**config.mk**
```make
export PLATFORM = sky130hd
export DESIGN_NAME = multicycle_control_fsm
export DESIGN_NICKNAME = d
export VERILOG_FILES = /design/src/rtl/mips_ctrl_pkg.sv /design/src/rtl/multicycle_control_fsm.sv
export SDC_FILE = /design/constraint.sdc
export NUM_CORES = 1
export LEC_CHECK = 0
export ABC_CLOCK_PERIOD_IN_PS = 1760
export CAP_MARGIN = 20
export CELL_PAD_IN_SITES_DETAIL_PLACEMENT = 0
export CELL_PAD_IN_SITES_GLOBAL_PLACEMENT = 2
export CORE_ASPECT_RATIO = 0.6
export CORE_UTILIZATION = 28
export CTS_CLUSTER_DIAMETER = 150
export CTS_CLUSTER_SIZE = 16
export DETAILED_ROUTE_END_ITERATION = 7
export PLACE_DENSITY_LB_ADDON = 0.1
export SLEW_MARGIN = 20
export SYNTH_ARGS = -nofsm -noshare
export SYNTH_HDL_FRONTEND = slang
export SYNTH_SLANG_ARGS = --single-unit
```
**constraint.sdc**
```tcl
create_clock -name clk -period 1.76 [get_ports clk]
set_input_delay 0.352 -clock clk [delete_from_list [all_inputs] [get_ports clk]]
set_output_delay 0.352 -clock clk [all_outputs]
set_load 0.005 [all_outputs]
```
**src/rtl/mips_ctrl_pkg.sv**
```systemverilog
// Shared definitions for the multicycle MIPS control path: state codes, opcodes,
// ALU operation classes and datapath select encodings.
package mips_ctrl_pkg;

  typedef enum logic [3:0] {
    S_FETCH     = 4'd0,
    S_DECODE    = 4'd1,
    S_MEM_ADDR  = 4'd2,
    S_MEM_READ  = 4'd3,
    S_MEM_WB    = 4'd4,
    S_MEM_WRITE = 4'd5,
    S_EXECUTE   = 4'd6,
    S_R_WB      = 4'd7,
    S_BRANCH    = 4'd8,
    S_JUMP      = 4'd9,
    S_ADDI_EXEC = 4'd10,
    S_ADDI_WB   = 4'd11
  } state_e;

  localparam logic [5:0] OP_RTYPE = 6'b000000;
  localparam logic [5:0] OP_LW    = 6'b100011;
  localparam logic [5:0] OP_SW    = 6'b101011;
  localparam logic [5:0] OP_BEQ   = 6'b000100;
  localparam logic [5:0] OP_J     = 6'b000010;
  localparam logic [5:0] OP_ADDI  = 6'b001000;

  localparam logic [1:0] ALU_OP_ADD  = 2'b00;
  localparam logic [1:0] ALU_OP_SUB  = 2'b01;
  localparam logic [1:0] ALU_OP_FUNC = 2'b10;

  localparam logic [1:0] SRCB_REG_B   = 2'b00;
  localparam logic [1:0] SRCB_FOUR    = 2'b01;
  localparam logic [1:0] SRCB_IMM     = 2'b10;
  localparam logic [1:0] SRCB_IMM_SH2 = 2'b11;

  localparam logic [1:0] PCSRC_ALU    = 2'b00;
  localparam logic [1:0] PCSRC_ALUOUT = 2'b01;
  localparam logic [1:0] PCSRC_JUMP   = 2'b10;

  typedef struct packed {
    logic       pc_write;
    logic       pc_write_cond;
    logic       ior_d;
    logic       mem_read;
    logic       mem_write;
    logic       mem_to_reg;
    logic       ir_write;
    logic       alu_src_a;
    logic       reg_write;
    logic       reg_dst;
    logic [1:0] alu_op;
    logic [1:0] alu_src_b;
    logic [1:0] pc_source;
  } ctrl_t;

  function automatic logic op_supported(input logic [5:0] op);
    logic ok;
    case (op)
      OP_RTYPE, OP_LW, OP_SW, OP_BEQ, OP_J, OP_ADDI: ok = 1'b1;
      default:                                       ok = 1'b0;
    endcase
    return ok;
  endfunction

  // In FETCH, pc_write/ir_write mark the ready-qualified strobes; the top gates them.
  function automatic ctrl_t ctrl_decode(input state_e st);
    ctrl_t c;
    c = '0;
    case (st)
      S_FETCH: begin
        c.mem_read  = 1'b1;
        c.ir_write  = 1'b1;
        c.pc_write  = 1'b1;
        c.alu_src_b = SRCB_FOUR;
        c.alu_op    = ALU_OP_ADD;
        c.pc_source = PCSRC_ALU;
      end
      S_DECODE: begin
        c.alu_src_b = SRCB_IMM_SH2;
        c.alu_op    = ALU_OP_ADD;
      end
      S_MEM_ADDR, S_ADDI_EXEC: begin
        c.alu_src_a = 1'b1;
        c.alu_src_b = SRCB_IMM;
        c.alu_op    = ALU_OP_ADD;
      end
      S_MEM_READ: begin
        c.mem_read = 1'b1;
        c.ior_d    = 1'b1;
      end
      S_MEM_WB: begin
        c.reg_write  = 1'b1;
        c.mem_to_reg = 1'b1;
      end
      S_MEM_WRITE: begin
        c.mem_write = 1'b1;
        c.ior_d     = 1'b1;
      end
      S_EXECUTE: begin
        c.alu_src_a = 1'b1;
        c.alu_src_b = SRCB_REG_B;
        c.alu_op    = ALU_OP_FUNC;
      end
      S_R_WB: begin
        c.reg_write = 1'b1;
        c.reg_dst   = 1'b1;
      end
      S_BRANCH: begin
        c.alu_src_a     = 1'b1;
        c.alu_src_b     = SRCB_REG_B;
        c.alu_op        = ALU_OP_SUB;
        c.pc_write_cond = 1'b1;
        c.pc_source     = PCSRC_ALUOUT;
      end
      S_JUMP: begin
        c.pc_write  = 1'b1;
        c.pc_source = PCSRC_JUMP;
      end
      S_ADDI_WB: begin
        c.reg_write = 1'b1;
      end
      default: c = '0;
    endcase
    return c;
  endfunction

endpackage

```
**src/rtl/multicycle_control_fsm.sv**
```systemverilog
// Main control unit of the multicycle MIPS datapath: sequences fetch, decode,
// execute, memory and write-back steps and drives all datapath controls.
module multicycle_control_fsm
  import mips_ctrl_pkg::*;
#(
  parameter logic WAIT_EN = 1'b1
) (
  input  logic       clk,
  input  logic       reset,
  input  logic [5:0] Opcode,
  input  logic       mem_ready,
  output logic       PCWrite,
  output logic       PCWriteCond,
  output logic       IorD,
  output logic       MemRead,
  output logic       MemWrite,
  output logic       MemtoReg,
  output logic       IRWrite,
  output logic       ALUSrcA,
  output logic       RegWrite,
  output logic       RegDst,
  output logic [1:0] ALU_OP,
  output logic [1:0] ALUSrcB,
  output logic [1:0] PCSource,
  output logic       illegal_op,
  output logic [3:0] state
);

  state_e state_r;
  state_e state_next_s;
  ctrl_t  ctrl_r;
  logic   ready_s;

  assign ready_s = WAIT_EN ? mem_ready : 1'b1;
  assign state   = 4'(state_r);

  // Next-state selection; Opcode is only looked at in DECODE and MEM_ADDR.
  always_comb begin
    state_next_s = S_FETCH;
    case (state_r)
      S_FETCH: begin
        if (ready_s) state_next_s = S_DECODE;
        else         state_next_s = S_FETCH;
      end
      S_DECODE: begin
        case (Opcode)
          OP_LW, OP_SW: state_next_s = S_MEM_ADDR;
          OP_RTYPE:     state_next_s = S_EXECUTE;
          OP_BEQ:       state_next_s = S_BRANCH;
          OP_J:         state_next_s = S_JUMP;
          OP_ADDI:      state_next_s = S_ADDI_EXEC;
          default:      state_next_s = S_FETCH;
        endcase
      end
      S_MEM_ADDR: begin
        case (Opcode)
          OP_LW:   state_next_s = S_MEM_READ;
          OP_SW:   state_next_s = S_MEM_WRITE;
          default: state_next_s = S_FETCH;
        endcase
      end
      S_MEM_READ: begin
        if (ready_s) state_next_s = S_MEM_WB;
        else         state_next_s = S_MEM_READ;
      end
      S_MEM_WRITE: begin
        if (ready_s) state_next_s = S_FETCH;
        else         state_next_s = S_MEM_WRITE;
      end
      S_EXECUTE:   state_next_s = S_R_WB;
      S_ADDI_EXEC: state_next_s = S_ADDI_WB;
      default:     state_next_s = S_FETCH;
    endcase
  end

  // State register with the Moore controls registered alongside it, so ctrl_r
  // always equals the decode of state_r.
  always_ff @(posedge clk or posedge reset) begin
    if (reset) begin
      state_r <= S_FETCH;
      ctrl_r  <= ctrl_decode(S_FETCH);
    end else begin
      state_r <= state_next_s;
      ctrl_r  <= ctrl_decode(state_next_s);
    end
  end

  // Output stage: selects pass through; enables are killed during reset and the
  // FETCH strobes are qualified by memory readiness.
  always_comb begin
    IorD     = ctrl_r.ior_d;
    MemtoReg = ctrl_r.mem_to_reg;
    ALUSrcA  = ctrl_r.alu_src_a;
    RegDst   = ctrl_r.reg_dst;
    ALU_OP   = ctrl_r.alu_op;
    ALUSrcB  = ctrl_r.alu_src_b;
    PCSource = ctrl_r.pc_source;
    if (reset) begin
      PCWrite     = 1'b0;
      PCWriteCond = 1'b0;
      MemRead     = 1'b0;
      MemWrite    = 1'b0;
      IRWrite     = 1'b0;
      RegWrite    = 1'b0;
      illegal_op  = 1'b0;
    end else begin
      PCWrite     = ctrl_r.pc_write & (~ctrl_r.ir_write | ready_s);
      PCWriteCond = ctrl_r.pc_write_cond;
      MemRead     = ctrl_r.mem_read;
      MemWrite    = ctrl_r.mem_write;
      IRWrite     = ctrl_r.ir_write & ready_s;
      RegWrite    = ctrl_r.reg_write;
      illegal_op  = (state_r == S_DECODE) & ~op_supported(Opcode);
    end
  end

endmodule

```
==> summary.txt, run 1 <==
Outcome
  – Outcome: finished, violations left
  – Failing checks: setup timing

Placement
  – Port bufs: 29
  – Post-DP HPWL: approximately 2100 µm
  – Pre-CTS setup slack: -0.581 ns
  – Cells after DPL: about 200
  – GP Congestion: approximately 0.85
  – Dpl cell area: ~1600 µm²

Logic synthesis
  – Count of cell types in the netlist: 41
  – Flops & latches, synth: 19
  – Syn Area/Cell: 10.1 µm²
  – Yosys top cell area share: 0.352
  – Yosys warns: 0
  – Primary FF master, synth: dfrtp_1
  – Seq/Total Area, Yosys: 0.451
  – Syn nets: between 100 and 150
  – Top area cells in the synthesized netlist: dfrtp_1 (35%), dfstp_2 (9.9%), buf_4 (4.2%)
  – Syn Std Cell Area: 1070 µm²
  – Post-synth EDFFs: 0
  – Post-synth ARST share: 1.00
  – Yosys top cell by area: dfrtp_1
  – Cells after Synth: roughly 110

Floorplan
  – Starting density of the core: 0.310
  – Row count: 16
  – Die X: between 80 and 90 µm
  – Core area: about 3400 µm²
  – DIE AREA: 4070 µm²
  – Top Ports: 30
  – Die Y: around 50 µm

Drt
  – DRT Pass-1 Iters: 4
  – Drt wl/cell: 14.0 µm
  – Vias/cell: roughly 4.7
  – Initial DRC count: 24
  – Post-route ant nets: 0
  – Aggregate routed wire length: between 2000 and 3000 µm
  – Vias: just under 1000
  – DRC viols: 0

Critical path
  – Worst-path maximum fanout: 7
  – Crit-path slowest cell: or4bb_4
  – Crit Path Class: flip-flop to flip-flop
  – RR Startpoint: state[1]$_DFF_PP0_
  – CP startpoint: state[1]$_DFF_PP0_
  – Worst path cell trace: or4bb_4 -> a31oi_4 -> a311oi_4 -> buf_4 -> nor3_4 -> o21bai_1
  – CP Data Required Time: 1.94 ns
  – Crit end category: flip-flop
  – Critical Path Max Stage Delay: 0.55 ns
  – Startpoint types: flip-flop
  – Worst Path Arrival: 1.99 ns

Cells and area
  – Final Net Count: around 170
  – Area growth syn-to-layout: 64.8%
  – Antenna fix cells: 0
  – Non-filler cells, final: roughly 210
  – Share of layout cells above drive strength 1: 0.433
  – Core Util, Final: 0.510
  – Most frequent cells in the layout: buf_4 (34), clkdlybuf4s50_1 (15), dfrtp_1 (11)
  – Most common cell after layout, fill and taps aside: buf_4
  – Final instance area: between 1500 and 2000 µm²

Power and ir drop
  – Design internal power: around 0.74 mW
  – Design Power: 0.996 mW
  – Share of power burned in registers: 0.477
  – NetSw: 0.252 mW
  – Leak Pwr: 0.834 nW
  – Maximum vdd drop: 292 µV
  – Combinational power share: 0.223
  – Switching part of the total: 0.254
  – Cell Pwr Density: between 500 and 600 nW/µm²
  – Clock Power Share: 0.300

Clock network
  – Clock Latency Late Sink: about 0.26 ns
  – TritonCTS Sinks: 19
  – Clock Pin Slew Worst Setup and Hold Paths: 0.07 ns
  – Max clock buf depth: 2
  – TritonCTS Buffers: 3
  – # hold bufs at CTS: 0
  – Clock Root Buffer: clkbuf_8
  – H-Tree Depth: 1
  – CTS tree: done

STA
  – Max-slew headroom at the worst pin: 0.768
  – Min Hold Slack: approximately 0.29 ns
  – Fmax: ~550 MHz
  – RSZ-0062 raised after global routing: true
  – Worst slew pin tran: between 0.3 and 0.4 ns
  – Final Hold Viols: 0
  – Min setup slack post-route: -0.0540 ns
  – Final Setup Violations: 2
  – Setup_tns: -0.0695 ns
  – Final Critical Period: 1.81 ns
  – Slew Viols, Final: 0
  – Clock skew: 0.00322 ns
  – Crit share post-route: 1.03

GRT
  – Global-route wire length before repair: 4820 µm
  – All-Layer GR Usage: 0.163
  – Initial antenna violation count: 0
  – Vias in the first global route: about 1000
  – GRT overflow: 0
  – Largest net degree at the start of global routing: 16

Flow run
  – Number of max-cap violations: 0

Worst hold path
  – Worst Hold Class: input pin to asynchronous set/reset pin
-- power groups by stage --
stage               Clock (mW)  Combinational, mW  Sequential, mW
global placement             0              0.212           0.481
floorplan                    0             0.0927           0.479
finish                   0.298              0.222           0.475
global route             0.328              0.242           0.477
CTS                      0.311              0.214           0.475
detailed placement           0              0.212           0.482
-- area by class of cell --
type / count / area [µm²]
repair buffers: 64 / 546
fillers: 330 / 1690
clock buffers: 4 / 45.0
inverters: 6 / 22.5
well taps: 45 / 56.3
multi-input cells: 71 / 602
flip-flops and latches: 19 / 485
-- logic make-up after synthesis --
logic type	Yosys count	share of synthesized area
buf+inv	16	0.0880
flops	19	0.451
compound gates	22	0.171
xor+xnor	1	0.00822
simple gates	48	0.282
-- sequential cells by signal (all words and copies together), names as in the netlist --
name / cells
ALU_OP: 2
PCSource: 2
ctrl_r: 5
IorD: 1
ALUSrcA: 1
ALUSrcB: 2
MemtoReg: 1
RegDst: 1
state: 4
-- worst max-delay path, delay by kind of cell, from the launching register on --
kind	cells	cell delay, ns
AOI/OAI and AO/OA	3	0.45
buffers and inverters	1	0.17
DFF	1	0.46
and+or+nand+nor	2	0.66
-- path summary, 6_finish.rpt --
path,cells after the start,slack [ns],end
min,3,0.29,MemtoReg$_DFF_PP0_
min in group clk,3,0.59,MemtoReg$_DFF_PP0_
min reg2reg,2,0.64,RegDst$_DFF_PP0_
max,6,-0.05,IorD$_DFF_PP0_
max reg2reg,6,-0.05,IorD$_DFF_PP0_
max in group asynchronous,3,1.17,ctrl_r[15]$_DFF_PP1_
-- Yosys cell counts, types with 3 or more instances --
master and n:
dfrtp_1 15, nor2_1 7, buf_4 6, inv_1 6, nand2_1 6, nor2b_1 6
nor3b_1 6, and3_1 5, dfstp_2 4, nor3_1 4, a21oi_1 3, nand2b_1 3
o211ai_1 3
-- layer usage --
metal	global-route usage	share of wire	routed length, µm
met1	0.228	0.48	1410
met5	0	0	0
met2	0.247	0.45	1310
met4	0.0497	0.011	32
met3	0.0389	0.060	175
-- what timing repair did --
item | CTS | global route
setup endpoints to repair | 18 | 11
pin swaps | 4 | 6
buffers inserted | 2 | 2
gates resized for setup | 34 | 13
(Power assumes the default switching activity.)
==> run 2: changes to the inputs <==
Settings changed: CELL_PAD_IN_SITES_DETAIL_PLACEMENT 0 to 1, CELL_PAD_IN_SITES_GLOBAL_PLACEMENT 2 to 1, CORE_UTILIZATION 28 to 35, GPL_TIMING_DRIVEN set to 1.
==> run 2 against run 1 <==
The flow still finishes with violations (setup timing). Sequential power hardly changed. Register-to-register slack worse by 0.06 ns. Setup slack worse by 0.055 ns. Clock power is 4% higher. Critical endpoint is now ALUSrcA$_DFF_PP0_. Highest routed layer unchanged.
==> summary.txt, run 2 (same netlist as run 1, synthesis figures left out) <==
Outcome
  – Outcome: finished, violations left (unchanged)
  – Failing checks: setup timing (unchanged)

Cells and area
  – Area growth syn-to-layout: 74.2% (was 64.8%)
  – Footprint of the multi-input gates: 638 µm² (was 602 µm²)
  – Share of layout cells above drive strength 1: 0.512 (was 0.433)
  – Most common cell after layout, fill and taps aside: buf_4 (unchanged)
  – Sequential standard cell area: 484 µm² (was 485 µm²)
  – Antenna fix cells: 0 (unchanged)
  – Filler instances: 318 (was 330)
  – Most frequent cells in the layout: buf_4 (41), clkdlybuf4s50_1 (14), dfrtp_1 (12) (was buf_4 (34), clkdlybuf4s50_1 (15), dfrtp_1 (11))
  – Core Util, Final: 0.642 (was 0.510)
  – Largest Register: ctrl_r (unchanged)
  – Final instance area: 1860 µm² (was 1760 µm²)
  – Final Net Count: 182 (was 174)
  – Largest register FFs: 5 (unchanged)
  – Non-filler cells, final: 214 (was 209)

STA
  – Final Setup Violations: 11 (was 2)
  – Worst slew pin tran: 0.430 ns (was 0.347 ns)
  – Final Hold Viols: 0 (unchanged)
  – Crit share post-route: 1.06 (was 1.03)
  – Final Critical Period: 1.87 ns (was 1.81 ns)
  – Min setup slack post-route: -0.109 ns (was -0.0540 ns)
  – Slew Viols, Final: 0 (unchanged)
  – Clock skew: 0.00256 ns (was 0.00322 ns)
  – Max-slew headroom at the worst pin: 0.713 (was 0.768)
  – RSZ-0062 raised after global routing: true (unchanged)
  – Min Hold Slack: 0.274 ns (was 0.285 ns)
  – Setup_tns: -0.609 ns (was -0.0695 ns)
  – Fmax: 535 MHz (was 551 MHz)

Critical path
  – CP startpoint: state[1]$_DFF_PP0_ (unchanged)
  – RR Endpoint: ALUSrcA$_DFF_PP0_ (was IorD$_DFF_PP0_)
  – Worst-path maximum fanout: 6 (was 7)
  – Crit end category: flip-flop (unchanged)
  – Worst Path Arrival: 2.04 ns (was 1.99 ns)
  – Critical Path Stages: 6 (unchanged)
  – Worst reg2reg path depth: 6 (unchanged)
  – Critical path's top delay family: compound AO/OA/AOI/OAI gates (was simple AND/OR/NAND/NOR gates)
  – RR Startpoint: state[1]$_DFF_PP0_ (unchanged)
  – Critical Path End: ALUSrcA$_DFF_PP0_ (was IorD$_DFF_PP0_)
  – CP Data Required Time: 1.93 ns (was 1.94 ns)
  – Critical Path Max Stage Delay: 0.46 ns (was 0.55 ns)
  – Flop2flop setup slack: -0.11 ns (was -0.05 ns)
  – Worst path cell trace: buf_4 -> nand2b_1 -> and3b_2 -> a311oi_4 -> o2111ai_2 -> o211ai_1 (was or4bb_4 -> a31oi_4 -> a311oi_4 -> buf_4 -> nor3_4 -> o21bai_1)
  – Crit Path Class: flip-flop to flip-flop (unchanged)
  – Crit-path slowest cell: dfrtp_2 (was or4bb_4)
  – Critical path buffer and inverter count: 1 (unchanged)
  – Startpoint types: flip-flop (unchanged)

GRT
  – Initial antenna violation count: 0 (unchanged)
  – Global-route wire length before repair: 5960 µm (was 4820 µm)
  – Most Used Layer, Global Route: met2 (unchanged)
  – Grt met1 use: 0.309 (was 0.228)
  – Met3 usage: 0.0714 (was 0.0389)
  – Vias in the first global route: 1138 (was 995)
  – All-Layer GR Usage: 0.253 (was 0.163)
  – Met2 Resource Use GR: 0.463 (was 0.247)
  – Largest net degree at the start of global routing: 16 (unchanged)
  – GRT overflow: 0 (unchanged)

Placement
  – GP Congestion: 0.850 (was 0.851)
  – Dpl cell area: 1620 µm² (was 1570 µm²)
  – Post-DP HPWL: 2850 µm (was 2140 µm)
  – Cells after DPL: 204 (was 201)
  – Port bufs: 29 (unchanged)

Drt
  – Initial DRC count: 48 (was 24)
  – DRC viols: 0 (unchanged)
  – Drt wl/cell: 21.4 µm (was 14.0 µm)
  – DRT Pass-1 Iters: 4 (unchanged)
  – Post-route ant nets: 0 (unchanged)
  – Vias: 1155 (was 982)
  – Aggregate routed wire length: 4580 µm (was 2930 µm)
  – Vias/cell: 5.40 (was 4.70)

Floorplan
  – Row count: 15 (was 16)
  – Core area: 2890 µm² (was 3440 µm²)
  – Die X: 73.3 µm (was 81.7 µm)
  – DIE AREA: 3280 µm² (was 4070 µm²)
  – Top Ports: 30 (unchanged)
  – Die Y: 44.8 µm (was 49.8 µm)
  – Starting density of the core: 0.369 (was 0.310)

Clock network
  – H-Tree Depth: 1 (unchanged)
  – Max clock buf depth: 2 (unchanged)
  – TritonCTS Sinks: 19 (unchanged)
  – CTS tree: done (unchanged)
  – Clock Latency Late Sink: 0.26 ns (about the same)
  – # hold bufs at CTS: 0 (unchanged)
  – Clock Root Buffer: clkbuf_8 (unchanged)
  – TritonCTS Buffers: 3 (unchanged)
  – Clock Pin Slew Worst Setup and Hold Paths: 0.07 ns (about the same)

Power and ir drop
  – Maximum vdd drop: 482 µV (was 292 µV)
  – Cell Pwr Density: 574 nW/µm² (was 567 nW/µm²)
  – Leak Pwr: 0.896 nW (was 0.834 nW)

Worst hold path
  – Worst Hold Class: input pin to asynchronous set/reset pin (unchanged)

Flow run
  – Number of max-cap violations: 0 (unchanged)
[run 2: worst min path at each step]
stage | start | end | slack (ns) | cells after the start
6_report | reset | ALUSrcB[1]$_DFF_PP0_ | 0.27 | 3
5_1_grt | reset | MemtoReg$_DFF_PP0_ | 0.29 | 3
4_1_cts | reset | ALUSrcB[1]$_DFF_PP0_ | 0.28 | 3
3_5_place_dp | state[3]$_DFF_PP0_ | RegDst$_DFF_PP0_ | 0.65 | 2
3_3_place_gp | state[3]$_DFF_PP0_ | RegDst$_DFF_PP0_ | 0.64 | 2
2_1_floorplan | reset | ALUSrcA$_DFF_PP0_ | 0.31 | 1
[run 2: layout make-up]
cell class                      instances  area share
Timing Repair Buffer                   72       0.331
Sequential cell                        19       0.261
Tap cell                               42      0.0283
Multi-Input combinational cell         71       0.344
Clock buffer                            4      0.0243
Inverter                                6      0.0121
[run 2: tightest hold or removal path, delay by kind of cell]
| kind | cells | cell delay, ns |
|---|---|---|
| buffers and inverters | 3 | 0.51 |
[run 2: power by group]
part	switching (mW)	internal, mW
Sequential	0.0118	0.464
Clock	0.147	0.161
Combinational	0.138	0.144
[run 2: repair_timing]
action                     in CTS  in global routing
resized for setup              34                 30
setup endpoints to repair      19                 16
setup buffers                   4                  2
pin swaps                       6                  9
[run 2: through the flow]
step	total power, mW	worst slack (ns)
after floorplan	0.572	0.0965
after global placement	0.695	-0.571
after detailed placement	0.708	-0.676
after CTS	1.01	-0.0321
after global routing	1.11	-0.142
final	1.07	-0.109
[run 2: per-layer routing]
metal / vias to the layer above / wire [µm]
li1: 509 / -
met1: 585 / 1920
met2: 49 / 2240
met3: 12 / 281
met4: 0 / 127
met5: - / 0
==> run 3: changes to the inputs <==
Settings changed: HOLD_SLACK_MARGIN set to 0.02.
==> results of run 3 <==
The final DEF is identical to that of run 2; final timing and power are the same.
